## src/rtl/frame_sequencer.sv

```systemverilog
// frame_sequencer: instruction-fetch sequencer for the CPU core.
// Owns the program counter. Reads 17-bit frames from a synchronous instruction
// memory that has a 1-cycle read latency, and hands each frame to the core with
// a valid/ready handshake. Follows branch redirects from the core and stops
// fetching when it reads the HALT opcode.
// Ports:
//   sysclk, reset         clock (rising edge), synchronous active-high reset
//   run                   fetch enable; low parks the sequencer in IDLE
//   imem_rd, imem_addr    read strobe and address to instruction memory
//   imem_rdata            read data, valid the cycle after imem_rd
//   frame, frame_valid    frame to the core and its valid flag
//   frame_ready           core accepts the frame this cycle
//   redirect, redirect_pc branch taken by the core and its target
//   pc                    address of the next frame to fetch
//   halted                HALT opcode fetched; sequencer stopped
module frame_sequencer #(
  parameter int unsigned     PC_W     = 8,
  parameter int unsigned     FRAME_W  = 17,
  parameter logic [PC_W-1:0] RESET_PC = '0,
  parameter logic [3:0]      HALT_OP  = 4'hF
) (
  input  logic               sysclk,
  input  logic               reset,
  input  logic               run,
  output logic               imem_rd,
  output logic [PC_W-1:0]    imem_addr,
  input  logic [FRAME_W-1:0] imem_rdata,
  output logic [FRAME_W-1:0] frame,
  output logic               frame_valid,
  input  logic               frame_ready,
  input  logic               redirect,
  input  logic [PC_W-1:0]    redirect_pc,
  output logic [PC_W-1:0]    pc,
  output logic               halted
);

  localparam int unsigned OP_W = 4;

  typedef enum logic [2:0] {
    S_IDLE,
    S_FETCH,
    S_WAIT,
    S_ISSUE,
    S_HALT
  } state_t;

  state_t state;

  logic [OP_W-1:0] rd_opcode;
  assign rd_opcode = imem_rdata[FRAME_W-1 -: OP_W];

  // The read address is always the current pc.
  assign imem_addr = pc;

  // Sequencer FSM. imem_rd is registered, so it is set on entry to FETCH and
  // defaults to 0 every cycle; it is therefore high only while in FETCH.
  always_ff @(posedge sysclk) begin
    if (reset) begin
      state       <= S_IDLE;
      pc          <= RESET_PC;
      frame       <= '0;
      frame_valid <= 1'b0;
      imem_rd     <= 1'b0;
      halted      <= 1'b0;
    end else begin
      imem_rd <= 1'b0;
      if (redirect && (state != S_IDLE)) begin
        // Redirect beats the normal transition. Read data still in flight is
        // ignored, and a held frame is dropped. A simultaneous handshake counts
        // as consumed.
        pc          <= redirect_pc;
        halted      <= 1'b0;
        frame_valid <= 1'b0;
        imem_rd     <= 1'b1;
        state       <= S_FETCH;
      end else begin
        case (state)
          S_IDLE: begin
            if (redirect) begin
              pc <= redirect_pc;
            end else if (run) begin
              imem_rd <= 1'b1;
              state   <= S_FETCH;
            end
          end
          S_FETCH: begin
            state <= S_WAIT;
          end
          S_WAIT: begin
            if (rd_opcode == HALT_OP) begin
              halted <= 1'b1;
              state  <= S_HALT;
            end else begin
              frame       <= imem_rdata;
              frame_valid <= 1'b1;
              pc          <= pc + PC_W'(1);
              state       <= S_ISSUE;
            end
          end
          S_ISSUE: begin
            if (frame_ready) begin
              frame_valid <= 1'b0;
              if (run) begin
                imem_rd <= 1'b1;
                state   <= S_FETCH;
              end else begin
                state <= S_IDLE;
              end
            end
          end
          S_HALT: begin
            state <= S_HALT;
          end
          default: begin
            state <= S_IDLE;
          end
        endcase
      end
    end
  end

endmodule

```

## config.mk

```make
export PLATFORM = sky130hd
export DESIGN_NAME = frame_sequencer
export DESIGN_NICKNAME = d
export VERILOG_FILES = /design/src/rtl/frame_sequencer.sv
export SDC_FILE = /design/constraint.sdc
export NUM_CORES = 1
export LEC_CHECK = 0
export BUFFER_PORTS_ARGS = -buffer_cell sky130_fd_sc_hd__clkbuf_2
export CORE_MARGIN = 5
export CORE_UTILIZATION = 45
export CTS_BUF_LIST = sky130_fd_sc_hd__clkbuf_8
export CTS_CLUSTER_DIAMETER = 30
export DETAILED_ROUTE_END_ITERATION = 8
export HOLD_SLACK_MARGIN = 0.15
export PLACE_DENSITY = 0.84
export SETUP_SLACK_MARGIN = 0.2
export SYNTH_ARGS = -nofsm -noshare
export SYNTH_HDL_FRONTEND = slang
export SYNTH_SLANG_ARGS = --single-unit
```

## constraint.sdc

```tcl
create_clock -name sysclk -period 2.6 [get_ports sysclk]
set_clock_uncertainty 0.1 [all_clocks]
set_input_delay 0.26 -clock sysclk [delete_from_list [all_inputs] [get_ports sysclk]]
set_output_delay 0.26 -clock sysclk [all_outputs]
set_load 0.005 [all_outputs]
```

Word-level counts from Yosys, hierarchy flattened
Cells that the tools add are included.
- logic and storage cells: 55
- flip-flop bits (word level): 31
- input bits: 30
- output and inout port bits: 36
- mux-type cells: 19
- reduce and logical (&&, ||, !) cells: 12
- bitwise logic cells: 2
- equal/unequal tests: 14
- add/sub/neg operators: 1
- operators by type and width (operator ; count):
    $mux 8 ; 3
    $pmux 8 s2 ; 1
    $ne 3x3->1 const B ; 5
    $pmux 3 s5 ; 1
    $reduce_and 3->1 ; 5
    $mux 3 ; 4
    $add 8x1->8 const B ; 1
    $mux 1 ; 8
    $ne 2x2->1 const B ; 4
    $eq 3x2->1 const B ; 2
    $reduce_bool 3->1 ; 2
    $eq 4x4->1 const B ; 1
    $pmux 1 s2 ; 2
    $eq 3x1->1 const B ; 1
    $eq 3x3->1 const B ; 1
    $logic_not 3->1 ; 1
    $not 1->1 ; 2
    $reduce_and 2->1 ; 1
    $reduce_bool 2->1 ; 1
    $reduce_or 2->1 ; 1
    $logic_and 1x1->1 ; 1

Logic depth before layout (Yosys ltp)
Gate-level depths: netlist (run 1).
- word-level depth: 4
- gate-level depth with buffers: 6
- depth with buffers taken out: 5

Worst setup path after synthesis (run 1)
OpenSTA, ideal clock, no wires.
- path type: register to register
- start: register state[1]
- end: register frame[3]
- required time: 2.372 ns
- setup slack: 0.760 ns
- stages on the path, launching flop included: 7
- buffers on the path: 2
- data arrival time: 1.613 ns
- period minus slack after synthesis: 1.840 ns
- setup time: 0.128 ns
- path through: dfxtp_1 buf_6 or3b_4 nor3_4 buf_8 mux2i_1 nor2_1
- word-level cells in the longest chain between the ends: 4
- elaborated cells between the ends (all ways): 5
- classes of those cells: eq/ne: 1; bitwise: 1; reduce/logical: 3
- RTL lines (item ; line ; text):
    from (decl) ; 47 ; state_t state;
    from (signal assigned) ; 59 ; state <= S_IDLE;
    from (signal assigned) ; 75 ; state <= S_FETCH;
    from (signal assigned) ; 83 ; state <= S_FETCH;
    $reduce_bool 3->1 ; 67 ; if (redirect && (state != S_IDLE)) begin
    $logic_and 1x1->1 ; 67 ;
    $not 1->1 (no line) ; - ;
    $reduce_and 3->1 (no line) * ; - ;
    to (signal assigned) ; 94 ; frame <= imem_rdata;
    to (decl) ; 28 ; output logic [FRAME_W-1:0] frame,
Every way passes the cells marked *; elsewhere a longest branch is shown, timed or not.
A chain may end at the register's enable or synchronous reset.

Worst setup path in the final report (run 1)
- start: register state[1]
- end: register frame[4]
Same word-level chain as after synthesis.

==> flow_results.org, run 1 <==
** STA
- Slew HR :: 60.63%
- After routing, the total negative slack on setup checks comes to 0 ns.
- Unrepaired setup endpoints after global routing :: no
- # setup viols final :: 0
- Derived from the worst setup path, the maximum achievable clock frequency is 500.2 MHz.
- Count of final hold-check violations :: 0
- For the pin with the worst max-slew slack, the measured transition is 0.5905 ns.
- The worst path needs 1.999 ns of the cycle, external delays included.
- In the finished design, the share of the clock period the worst path needs comes to 76.90%.
- The worst path meets setup with 0.6007 ns of slack.
- Max Slew Vio Count :: 0

** Routing
- In this run, the number of DRC markers left after iteration 0 of detailed routing was 44.
- Number of iterations in the first detailed-routing pass :: 4
- Number of design rule violations left after detail routing :: 0
- Vias per std cell :: 4.858
- Overall routed net length :: 3.577 mm
- After detailed routing, the average wire length per cell comes to 12.68 microns.
- The final route contains 1370 vias.
- Detail Route Antenna Nets :: 0

** Floorplan
- After floorplanning, the core was divided into 21 placement rows.
- Core outline area :: 3284 sq um
- In this run the count of I/O pins placed on the die edge is 66.
- Measured along the x axis, the die boundary spans 67.98 microns.
- The die is 67.98 microns tall.
- Full die area :: 4621 sq um
- The initial utilization of the core area, before any placement, comes to 46.06%.

** Finish
- Cell Count, Final, Fillers Out :: 282
- The post-route netlist has 36.86% of its cells at a drive strength greater than 1.
- The net count of the finished layout is 266.
- Antenna diode count :: 0
- Compared with the post-synthesis result, the final layout area differs by 37.22%.

** Critical path
- For the worst setup path, the data required time is 2.65 ns.
- Maximum fanout along the worst path :: 17
- For the worst flop-to-flop path, the logic depth is 5.
- Across all register-to-register paths, the minimum setup slack is 0.60 ns.
- The worst setup path is launched from a register.
- STA classifies the critical path endpoint as a register.
- STA puts the critical path data arrival time at 2.05 ns.
- Critical setup path kind :: reg2reg
- R2R Path End :: frame[4]$_SDFFE_PP0P_
- The critical path starts at state[1]$_SDFFE_PP0P_.
- The worst register-to-register path begins at state[1]$_SDFFE_PP0P_.

** Worst hold path
- Along the worst hold path, the cell count comes to 3.
- The worst hold path begins at redirect_pc[5].
- The worst hold path terminates at imem_addr[5]$_SDFFE_PP0P_.
- The tightest min-delay check is of the in2reg type.

** Clock network
- Number of H-tree levels :: 2
- Longest Clk Path Bufs :: 2
- Clock sink total :: 31
- After clock tree synthesis, the clock-pin slew on the worst setup and hold paths is 0.06 ns.
- Gates resized during post-CTS repair numbered 0.
- Buffers inserted during clock tree synthesis total 5.
- Clock tree from TritonCTS :: built
- Clock latency on the worst-skew pair, taken at its later pin, is 0.28 ns.
- The cell sitting at the root of the clock tree is a sky130_fd_sc_hd__clkbuf_8.

** GRT
- Total gr overflow :: 0
- Global routing used 16.70% of the available tracks across all layers.
- The via count of the first global-routing pass is 1308.
- Initial antenna violation count :: 0
- The first global-routing pass estimated 5.740 mm of wire.
- Entering global routing, the biggest net connects 29 pins.

** Placement
- Buffers on Ports :: 65
- Prior to clock tree synthesis, the placed netlist has a worst setup slack of 0.6369 ns.
- DP Wirelength :: 2.448 mm
- Once placement completed, the tool counted placed cells totaling 256.
- Routability-driven placement finished with a final weighted congestion of 0.8096.

** Logic synthesis
- Mapped Cells :: 162
- Counting flops and latches in the post-synthesis netlist gives 31.
- Summing every instance area after synthesis gives 1513 sq um.
- Netlist cell types :: 38
- The share of the Yosys chip area taken by registers is 41.03%.
- Averaged over all synthesized cells, the footprint is 9.338 sq um.
- During synthesis, Yosys emitted a total of 0 warnings.
- The number of nets in the synthesized netlist is 193.

** Power
- Per report_power, the clock group accounts for 36.1% of the total.
- Relative contribution of sequential cells to total power :: 42.3%
- Per report_power, the combinational group accounts for 21.7% of the total.
- NetSw :: 0.3657 mW
- The worst-case IR drop observed on VDD is 0.3709 mV.
- Total power per unit cell area :: 648.5 nW/um^2
- The internal portion of the total power is 0.9805 mW.
- Power comes to 1.346 mW.
- In this run the static leakage power is 0.8640 nW.
- Switching part of the total :: 27.17%

** Flow run
- Across the run, the number of max-cap violations was 0.

** Outcome
- Result of the run :: finished clean
## critical path, stage by stage, from the launching register on
cell                      delay, ns
sky130_fd_sc_hd__dfxtp_1       0.48
sky130_fd_sc_hd__or3b_4        0.53
sky130_fd_sc_hd__nor3_4        0.13
sky130_fd_sc_hd__buf_4         0.31
sky130_fd_sc_hd__mux2i_1       0.26
sky130_fd_sc_hd__nor2_1        0.05
## synth_stat cells
cell,instances,area (sq um)
sky130_fd_sc_hd__a2111oi_2,1,15.01
sky130_fd_sc_hd__a211oi_1,4,30.03
sky130_fd_sc_hd__a211oi_2,2,25.02
sky130_fd_sc_hd__a21oi_1,2,10.01
sky130_fd_sc_hd__a221o_1,1,10.01
sky130_fd_sc_hd__a2bb2oi_1,1,8.760
sky130_fd_sc_hd__a311oi_1,1,8.760
sky130_fd_sc_hd__a31oi_1,3,18.77
sky130_fd_sc_hd__and3_1,1,6.260
sky130_fd_sc_hd__and4_1,1,8.760
sky130_fd_sc_hd__buf_1,1,3.750
sky130_fd_sc_hd__buf_2,1,5.000
sky130_fd_sc_hd__buf_4,8,60.06
sky130_fd_sc_hd__buf_6,2,22.52
sky130_fd_sc_hd__buf_8,1,15.01
sky130_fd_sc_hd__clkbuf_1,5,18.77
sky130_fd_sc_hd__dfxtp_1,31,620.6
sky130_fd_sc_hd__ha_1,1,12.51
sky130_fd_sc_hd__inv_1,2,7.510
sky130_fd_sc_hd__mux2i_1,15,150.1
sky130_fd_sc_hd__nand2_1,9,33.78
sky130_fd_sc_hd__nand3_1,3,15.01
sky130_fd_sc_hd__nand4_1,1,6.260
sky130_fd_sc_hd__nor2_1,28,105.1
sky130_fd_sc_hd__nor2_2,3,18.77
sky130_fd_sc_hd__nor2b_1,3,18.77
sky130_fd_sc_hd__nor3_1,11,55.05
sky130_fd_sc_hd__nor3_2,1,10.01
sky130_fd_sc_hd__nor3_4,1,16.27
sky130_fd_sc_hd__nor3b_1,1,7.510
sky130_fd_sc_hd__nor3b_2,1,12.51
sky130_fd_sc_hd__nor4_4,2,42.54
sky130_fd_sc_hd__nor4b_2,1,15.01
sky130_fd_sc_hd__o21a_1,1,7.510
sky130_fd_sc_hd__o21ai_0,4,20.02
sky130_fd_sc_hd__o21bai_1,1,7.510
sky130_fd_sc_hd__or3b_4,1,11.26
sky130_fd_sc_hd__xnor2_1,6,52.55
## metal layers
metal	global-route usage [%]	vias up	share of wire [%]
met1	18.50	612	41
li1	-	705	-
met2	27.32	44	49
met3	7.061	9	7.4
met5	0	-	0
met4	8.189	0	2.9
## registers in the layout, indices dropped and copies added, names as in the netlist
name,flops
imem_rd,1
state,3
imem_addr,8
frame,17
frame_valid,1
halted,1
## what timing repair did
| action | in CTS | in global routing |
|---|---|---|
| endpoints found under the hold margin | 18 | 0 |
| hold buffers | 18 | 0 |
| setup buffers | 0 | 0 |
## worst max-delay path by stage
stage / to / slack (ns) / depth (start not counted)
final: frame[4]$_SDFFE_PP0P_ / 0.60 / 5
after global routing: frame[1]$_SDFFE_PP0P_ / 0.50 / 5
after CTS: frame[5]$_SDFFE_PP0P_ / 0.64 / 5
after detailed placement: frame[5]$_SDFFE_PP0P_ / 0.64 / 5
after global placement: frame[6]$_SDFFE_PP0P_ / 0.70 / 5
after floorplan: frame[3]$_SDFFE_PP0P_ / 0.76 / 6
## power groups by stage
stage                     logic, mW  registers, mW  clock network [mW]
final                         0.292          0.569               0.486
after global routing          0.327          0.577               0.523
after CTS                     0.293          0.568               0.504
after detailed placement      0.270          0.579                   0
after global placement        0.264          0.576                   0
after floorplan               0.221          0.561                   0
## layout by cell type, fill, tap and decap left out
cell type / Yosys / routed
sky130_fd_sc_hd__a2111oi_2: 1 / 1
sky130_fd_sc_hd__o21ai_0: 4 / 4
sky130_fd_sc_hd__a211oi_2: 2 / 2
sky130_fd_sc_hd__clkbuf_8: 0 / 6
sky130_fd_sc_hd__bufinv_16: 0 / 1
sky130_fd_sc_hd__and3_1: 1 / 1
sky130_fd_sc_hd__xnor2_1: 6 / 6
sky130_fd_sc_hd__nor3b_2: 1 / 1
sky130_fd_sc_hd__ha_1: 1 / 1
sky130_fd_sc_hd__nor3_1: 11 / 11
sky130_fd_sc_hd__o21bai_1: 1 / 1
sky130_fd_sc_hd__nor2b_1: 3 / 3
sky130_fd_sc_hd__nor2_1: 28 / 28
sky130_fd_sc_hd__mux2i_1: 15 / 15
sky130_fd_sc_hd__and4_1: 1 / 1
sky130_fd_sc_hd__dfxtp_1: 31 / 31
sky130_fd_sc_hd__a21oi_1: 2 / 2
sky130_fd_sc_hd__buf_4: 8 / 1
sky130_fd_sc_hd__nor2_2: 3 / 3
sky130_fd_sc_hd__inv_1: 2 / 2
sky130_fd_sc_hd__nor3_2: 1 / 1
sky130_fd_sc_hd__nand4_1: 1 / 1
sky130_fd_sc_hd__o21a_1: 1 / 1
sky130_fd_sc_hd__a2bb2oi_1: 1 / 1
sky130_fd_sc_hd__a221o_1: 1 / 1
sky130_fd_sc_hd__nor4_4: 2 / 2
sky130_fd_sc_hd__clkinv_2: 0 / 1
sky130_fd_sc_hd__a311oi_1: 1 / 1
sky130_fd_sc_hd__a211oi_1: 4 / 4
sky130_fd_sc_hd__a31oi_1: 3 / 3
sky130_fd_sc_hd__nor3_4: 1 / 1
sky130_fd_sc_hd__nor3b_1: 1 / 1
sky130_fd_sc_hd__nand2_1: 9 / 9
sky130_fd_sc_hd__clkbuf_2: 0 / 65
sky130_fd_sc_hd__nand3_1: 3 / 3
sky130_fd_sc_hd__nor4b_2: 1 / 1
sky130_fd_sc_hd__dlygate4sd3_1: 0 / 18
sky130_fd_sc_hd__or3b_4: 1 / 1
## cell families (layout without fill, tap and decap cells)
logic type	count (synthesis)	in the layout	synth area share, %
compound gates	21	21	10.67
xor+xnor	6	6	3.474
fa+ha+maj	1	1	0.8270
buf+inv	20	94	8.767
flops	31	31	41.03
mux	15	15	9.925
simple gates	68	68	25.31
## final cells by class
class,instances,area [sq um]
fill,283,1209
multi-input combinational,111,759.5
sequential,31,620.6
timing repair buffer,84,513.0
clock buffer,6,82.58
tap,46,57.56
clock inverter,2,35.03
inverter,2,7.507
## per-stage QoR
step	hold WS, ns	cell area, sq um	utilization [%]
final	0.1654	2076	63.20
after global routing	0.1536	2076	63.20
after CTS	0.1542	2076	63.20
after detailed placement	0.3875	1778	54.13
after global placement	0.3743	1778	54.13
after floorplan	0.3072	1513	-
Power figures use the tool's default switching activity.
==> run 2, diff against run 1 <==
--- a/config.mk
+++ b/config.mk
@@ -7,12 +7,12 @@
 export LEC_CHECK = 0
 export BUFFER_PORTS_ARGS = -buffer_cell sky130_fd_sc_hd__clkbuf_2
 export CORE_MARGIN = 5
-export CORE_UTILIZATION = 45
+export CORE_UTILIZATION = 44
 export CTS_BUF_LIST = sky130_fd_sc_hd__clkbuf_8
 export CTS_CLUSTER_DIAMETER = 30
 export DETAILED_ROUTE_END_ITERATION = 8
 export HOLD_SLACK_MARGIN = 0.15
-export PLACE_DENSITY = 0.84
+export PLACE_DENSITY = 0.86
 export SETUP_SLACK_MARGIN = 0.2
 export SYNTH_ARGS = -nofsm -noshare
 export SYNTH_HDL_FRONTEND = slang
==> constraint.sdc (replaced) <==
create_clock -name sysclk -period 1.8 [get_ports sysclk]
set_clock_uncertainty 0.1 [all_clocks]
set_input_delay 0.18 -clock sysclk [delete_from_list [all_inputs] [get_ports sysclk]]
set_output_delay 0.18 -clock sysclk [all_outputs]
set_load 0.005 [all_outputs]
==> flow_results.org, run 2 (same netlist as run 1, synthesis figures left out) <==
** Outcome
- The flow ran to the end, and the final reports show no timing, DRC or antenna violations.

** Critical path
- On the critical path the largest part of the delay comes from simple AND/OR/NAND/NOR gates.
- Data required time at the worst endpoint :: 1.87 ns
- R2R cell count :: 5
- Tracing the worst setup path back leads to its startpoint at state[0]$_SDFFE_PP0P_.
- Launching point of the worst reg2reg path :: state[0]$_SDFFE_PP0P_
- The number of buffers and inverters on the critical path is 1.
- Maximum fanout along the worst path :: 17
- STA puts the critical path data arrival time at 1.74 ns.
- CP Launch Type :: register
- Total number of cells along the worst setup path :: 5
- The largest single stage delay on the critical path is 0.45 ns.
- The critical path goes through or3b_4 -> nor3_4 -> buf_12 -> mux2i_2 -> nor2_1.
- Type of element capturing the critical path :: register
- Cell type of the slowest stage on the worst timing path :: sky130_fd_sc_hd__or3b_4
- The critical path is of the reg2reg type.

** Floorplan
- During I/O placement, the number of pins put on the boundary was 66.
- Y dimension of the die :: 68.64 microns
- After floorplanning, the core was sized to cover 3337 sq um.
- Width of the die :: 68.64 microns
- Full die area :: 4711 sq um
- Effective utilization at floorplan :: 45.33%
- The floorplan has 21 rows.

** GRT
- Most used routing layer in global routing :: met2
- Global Route met2 Usage :: 32.30%
- For this run, global-route usage on met1 was measured as 18.65%.
- The first global-routing pass estimated 6.251 mm of wire.
- Total gr overflow :: 0
- Entering global routing, the biggest net connects 18 pins.
- For this run, global-route usage on met3 was measured as 7.293%.
- Number of global-route vias before repair :: 1479
- Overall Global Routing Usage :: 17.71%
- The initial antenna violation count is 0.

** Clock network
- Clock tree from TritonCTS :: built
- Number of H-tree levels :: 2
- Clock insertion delay at the later pin of the skew report :: 0.28 ns
- Counting the buffers created by CTS gives 5.
- The clock net in this run drives a total of 31 sinks.
- The longest clock path from root to sink contains 2 buffers.
- Cell at the root of the clock tree :: sky130_fd_sc_hd__clkbuf_8
- Register clock-pin slew on the reported worst setup and hold paths :: 0.07 ns

** Finish
- Summing all multi-input logic gate instances after layout gives 782.0 sq um.
- The sequential cells in the finished layout cover a total of 624.3 sq um.
- Most common library cell in the layout ignoring fill and taps :: sky130_fd_sc_hd__clkbuf_2
- Fraction of layout cells with a size suffix above 1 :: 41.34%
- Counting flops per register, the top entry is frame.
- Antenna diode count :: 0
- Relative to the synthesized area, the layout overhead comes to 51.20%.
- For this run, the post-layout net count is 284.
- Highest-count cells in the layout ignoring fill and taps :: sky130_fd_sc_hd__clkbuf_2, sky130_fd_sc_hd__dfxtp_1, sky130_fd_sc_hd__nor2_1, sky130_fd_sc_hd__dlygate4sd3_1, sky130_fd_sc_hd__mux2i_1
- The register with the most flip-flops in the layout has 17 of them.
- After filler insertion, the fill cell instance count of the layout stands at 256.
- Cell Count, Final, Fillers Out :: 300
- Final Core Density :: 68.54%

** Routing
- Overall routed net length :: 3.975 mm
- After detailed routing, the average wire length per cell comes to 13.25 microns.
- Drt initial violations :: 35
- After detailed routing, the number of remaining DRC violations is 0.
- Using the TritonRoute via totals, the vias-per-cell ratio works out to 4.893.
- In this run the remaining antenna-violating nets after routing total 0.
- Before antenna repair, the detailed router went through 4 iterations.
- Via count of the routed design :: 1468

** STA
- Minimum setup slack in the final design :: 0.1326 ns
- Based on the critical path, the design can be clocked at up to 599.7 MHz.
- Slew at the pin with the worst max-slew slack :: 0.5176 ns
- The final max-slew violation count is 0.
- Unrepaired setup endpoints after global routing :: yes
- # setup viols final :: 0
- Final hold analysis gives a worst-case slack of 0.1426 ns.
- The number of endpoints with negative hold slack in the final report came to 0.
- Share of the clock period used by the worst path :: 92.63%
- Slew HR :: 65.49%
- For the finished layout, the period the worst path requires is 1.667 ns.

** Power
- Dividing total power by cell area gives a power density of 942.5 nW/um^2.
- VDD sags by at most 0.5476 mV.
- Cell leakage power :: 0.9606 nW

** Placement
- DP Wirelength :: 2.604 mm
- Before CTS, the worst setup slack after placement is 0.09809 ns.
- Buffers on Ports :: 65
- After detailed placement, the design holds a cell count of 264.
- Routability-driven placement finished with a final weighted congestion of 0.8330.

** Worst hold path
- In this run the worst hold path is classified as in2reg.
- Hold Startpoint :: imem_rdata[14]
- Cells on Worst Hold Path :: 3

** Flow run
- Number of max-cap violations :: 0
-- run 2: cell count changes in the layout (fill, tap and decap cells not counted), sizes merged --
cell | previous run | this run
buf | 1 | 13
dlygate4sd3 | 18 | 24
bufinv | 1 | 2
clkbuf | 71 | 70
clkinv | 1 | 0
clkinvlp | 0 | 1
-- run 2: area by class of cell --
| cell class | count | share of cell area (%) |
|---|---|---|
| Clock buffer | 5 | 3.009 |
| Clock inverter | 3 | 2.954 |
| Inverter | 2 | 0.3282 |
| Multi-Input combinational cell | 111 | 34.19 |
| Sequential cell | 31 | 27.30 |
| Tap cell | 46 | 2.516 |
| Timing Repair Buffer | 102 | 29.70 |
-- run 2: stage by stage --
step	total power [mW]	TNS, ns	instance area, sq um
after floorplan	1.134	-0.2225	1521
after global placement	1.252	0	1859
after detailed placement	1.264	0	1859
after CTS	2.145	0	2272
after global routing	2.267	0	2287
final	2.156	0	2287
-- run 2: worst paths after layout --
path	endpoint	slack [ns]
max	frame[3]$_SDFFE_PP0P_	0.13
min	frame[14]$_SDFFE_PP0P_	0.14
max reg2reg	frame[3]$_SDFFE_PP0P_	0.13
min reg2reg	frame[13]$_SDFFE_PP0P_	0.38
-- run 2: report_power, final --
| part | internal [mW] | switching (mW) |
|---|---|---|
| combinational | 0.281 | 0.255 |
| sequential | 0.753 | 0.0476 |
| clock | 0.552 | 0.266 |
-- run 2: worst register-to-register path: stages, from the launching register on --
cell and delay, ns:
sky130_fd_sc_hd__dfxtp_2 0.33, sky130_fd_sc_hd__or3b_4 0.45, sky130_fd_sc_hd__nor3_4 0.17, sky130_fd_sc_hd__buf_12 0.20
sky130_fd_sc_hd__mux2i_2 0.27, sky130_fd_sc_hd__nor2_1 0.06
-- run 2: what timing repair did --
action | 4_1_cts | 5_1_grt
hold endpoints to repair | 24 | 0
setup buffers | 4 | 0
gates cloned | 0 | 0
resized for setup | 1 | 5
hold buffers | 24 | 0
pin swaps | 6 | 6
setup endpoints to repair | 18 | 20
-- run 2: layer usage --
layer,routed length (microns),vias up
li1,-,735
met1,1559,680
met2,2029,48
met3,359,5
met4,27,0
met5,0,-
==> run 3, diff against run 2 <==
--- a/config.mk
+++ b/config.mk
@@ -6,6 +6,7 @@
 export NUM_CORES = 1
 export LEC_CHECK = 0
 export BUFFER_PORTS_ARGS = -buffer_cell sky130_fd_sc_hd__clkbuf_2
+export CORE_ASPECT_RATIO = 1.75
 export CORE_MARGIN = 5
 export CORE_UTILIZATION = 44
 export CTS_BUF_LIST = sky130_fd_sc_hd__clkbuf_8
==> flow_results.org, run 3 (same netlist as run 1, synthesis figures left out) <==
** Outcome
- Result of the run :: finished clean

** Routing
- Number of design rule violations left after detail routing :: 0
- Wire segments on met2 add up to 1.999 mm in the final route.
- Overall routed net length :: 3.854 mm
- Summing over every cut layer, the via total after detailed routing is 1464.
- The detailed router finished its first iteration with 13 violations.
- Wire length on met3 :: 280 microns
- In the final routing, the length of wire on met1 measures 1.490 mm.
- Number of iterations in the first detailed-routing pass :: 4
- In the routed layout, each cell is associated on average with a via count of 4.848.
- In the final routed layout, each cell accounts on average for 12.76 microns.
- The detailed router used layers up to and including met4.
- Once detail routing completed, the nets flagged for antenna violations numbered 0.

** Clock network
- Clock sink total :: 31
- After clock tree synthesis, the clock-pin slew on the worst setup and hold paths is 0.06 ns.
- Number of H-tree levels :: 2
- Clock tree from TritonCTS :: built
- CTS Buf Count :: 5
- The cell sitting at the root of the clock tree is a sky130_fd_sc_hd__clkbuf_8.
- Longest Clk Path Bufs :: 2
- Clock insertion delay at the later pin of the skew report :: 0.28 ns

** STA
- In this run the tightest slew margin relative to its limit is 67.84%.
- Setup violations remaining at the end of the flow were counted as 0.
- Count of final hold-check violations :: 0
- In the finished design, the share of the clock period the worst path needs comes to 91.18%.
- Unrepaired setup endpoints after global routing :: yes
- At the pin with the least slew margin, the transition time is 0.4819 ns.
- Fmax achieved :: 609.3 MHz
- Max Slew Vio Count :: 0
- After layout, the minimum clock period comes to 1.641 ns.

** Flow run
- Number of max-cap violations :: 0

** Worst hold path
- Worst min path class :: in2reg
- Along the worst hold path, the cell count comes to 4.
- In this run the most critical hold path is launched from run.
- The path with the worst hold slack has its endpoint at imem_rd$_SDFF_PP0_.

** Critical path
- Data required time at the worst endpoint :: 1.87 ns
- For the worst setup path, the data arrival time is 1.71 ns.
- For flop-to-flop paths, the worst setup slack is 0.16 ns.
- CP Launch Type :: register
- Cell type of the slowest stage on the worst timing path :: sky130_fd_sc_hd__or3b_4
- The worst setup path is captured at a register.
- Of all nets on the critical path, the largest fanout is 17.
- Traced cell by cell, the critical path runs through or3b_4 -> nor3_4 -> buf_12 -> mux2i_1 -> nor2_1.
- Critical Path Max Stage Delay :: 0.46 ns
- R2R cell count :: 5
- R2R Path End :: frame[2]$_SDFFE_PP0P_
- The worst register-to-register path begins at state[2]$_SDFFE_PP0P_.
- By startpoint and endpoint, the worst setup path is classified as reg2reg.

** GRT
- For this run, the total global-route usage over all layers was measured as 18.78%.
- The first global-routing pass estimated 6.589 mm of wire.
- The via count of the first global-routing pass came to 1543.
- After global routing the overflow that remains totals 0.
- Pin count of the biggest net entering global routing :: 19
- Initial antenna violation count :: 0

** Finish
- Register bank with the most flops :: frame
- Fraction of layout cells with a size suffix above 1 :: 39.30%
- 0 antenna diodes ended up in the layout.
- Final Core Density :: 67.22%
- Final non-filler cell area :: 2261 sq um
- Largest register FFs :: 17
- The library cell used most frequently in the layout, excluding fill and tap cells, is sky130_fd_sc_hd__clkbuf_2.
- Highest-count cells in the layout ignoring fill and taps :: sky130_fd_sc_hd__clkbuf_2, sky130_fd_sc_hd__dfxtp_1, sky130_fd_sc_hd__nor2_1, sky130_fd_sc_hd__dlygate4sd3_1, sky130_fd_sc_hd__mux2i_1
- The net count of the finished layout is 287.
- The area growth from synthesis to layout is 49.46%.

** Placement
- Summing all placed instances gives a cell area of 1851 sq um.
- Buffers on Ports :: 65
- DP Wirelength :: 2.630 mm
- Routability cong. :: 0.7032

** Power
- In this run the static leakage power is 0.9585 nW.
- Dividing total power by cell area gives a power density of 848.6 nW/um^2.
- VDD sags by at most 0.7421 mV.

** Floorplan
- The initial utilization of the core area, before any placement, comes to 44.98%.
- The die covers 4757 sq um.
- In this run the count of I/O pins placed on the die edge is 66.
- The die is 87.57 microns tall.
- Core outline area :: 3363 sq um
- Width of the die :: 54.33 microns
- In this run the core area contains 28 standard-cell rows.
==> run 3: metal layers <==
layer	track usage, %	vias to the layer above
met2	33.15	50
met4	8.844	0
met5	0	-
met1	19.21	663
li1	-	744
met3	5.792	7
==> run 3: how the worst max path moves through the flow <==
stage | start | end | slack (ns) | cells after the start
finish | state[2]$_SDFFE_PP0P_ | frame[2]$_SDFFE_PP0P_ | 0.16 | 5
global route | state[2]$_SDFFE_PP0P_ | frame[2]$_SDFFE_PP0P_ | 0.07 | 5
CTS | state[2]$_SDFFE_PP0P_ | frame[0]$_SDFFE_PP0P_ | 0.16 | 5
floorplan | state[1]$_SDFFE_PP0P_ | frame[3]$_SDFFE_PP0P_ | -0.03 | 6
global placement | state[0]$_SDFFE_PP0P_ | frame[8]$_SDFFE_PP0P_ | 0.17 | 5
detailed placement | state[0]$_SDFFE_PP0P_ | frame[7]$_SDFFE_PP0P_ | 0.13 | 5
==> run 3: power breakdown <==
part	total [mW]	leakage [nW]	switching (mW)	internal, mW
Clock	0.595	0.0557	0.252	0.343
Combinational	0.523	0.649	0.245	0.278
Sequential	0.801	0.254	0.0484	0.752
==> run 3: per-stage QoR <==
step	setup WS, ns	hold WS, ns	std cells	total power [mW]	TNS, ns
final	0.1587	0.2152	302	1.919	0
after global routing	0.06691	0.2620	302	2.038	0
after CTS	0.1556	0.2044	300	1.933	0
after detailed placement	0.1256	0.3277	262	1.262	0
after global placement	0.1707	0.3147	262	1.249	0
after floorplan	-0.03179	0.2272	162	1.134	-0.2225
==> run 3: what timing repair did <==
action / CTS / global route
pin swaps: 1 / 1
hold buffers: 27 / 0
gates cloned: 1 / 0
gates resized for setup: 0 / 1
setup buffers: 2 / 2
setup endpoints to repair: 16 / 23
endpoints found under the hold margin: 26 / 0
==> run 3: layout make-up <==
cell class	instances	area, sq um
inverters	2	7.507
fillers	283	1102
multi-input cells	112	775.7
repair buffers	104	698.2
flip-flops and latches	31	623.1
well taps	45	56.30
clock buffers	7	96.34
clock inverters	1	3.754
==> run 3: worst max-delay path: cells and delay by family, from the launching register on <==
kind,cells,cell delay (ns)
buf+inv,1,0.19
flops,1,0.32
mux,1,0.22
simple gates,3,0.69
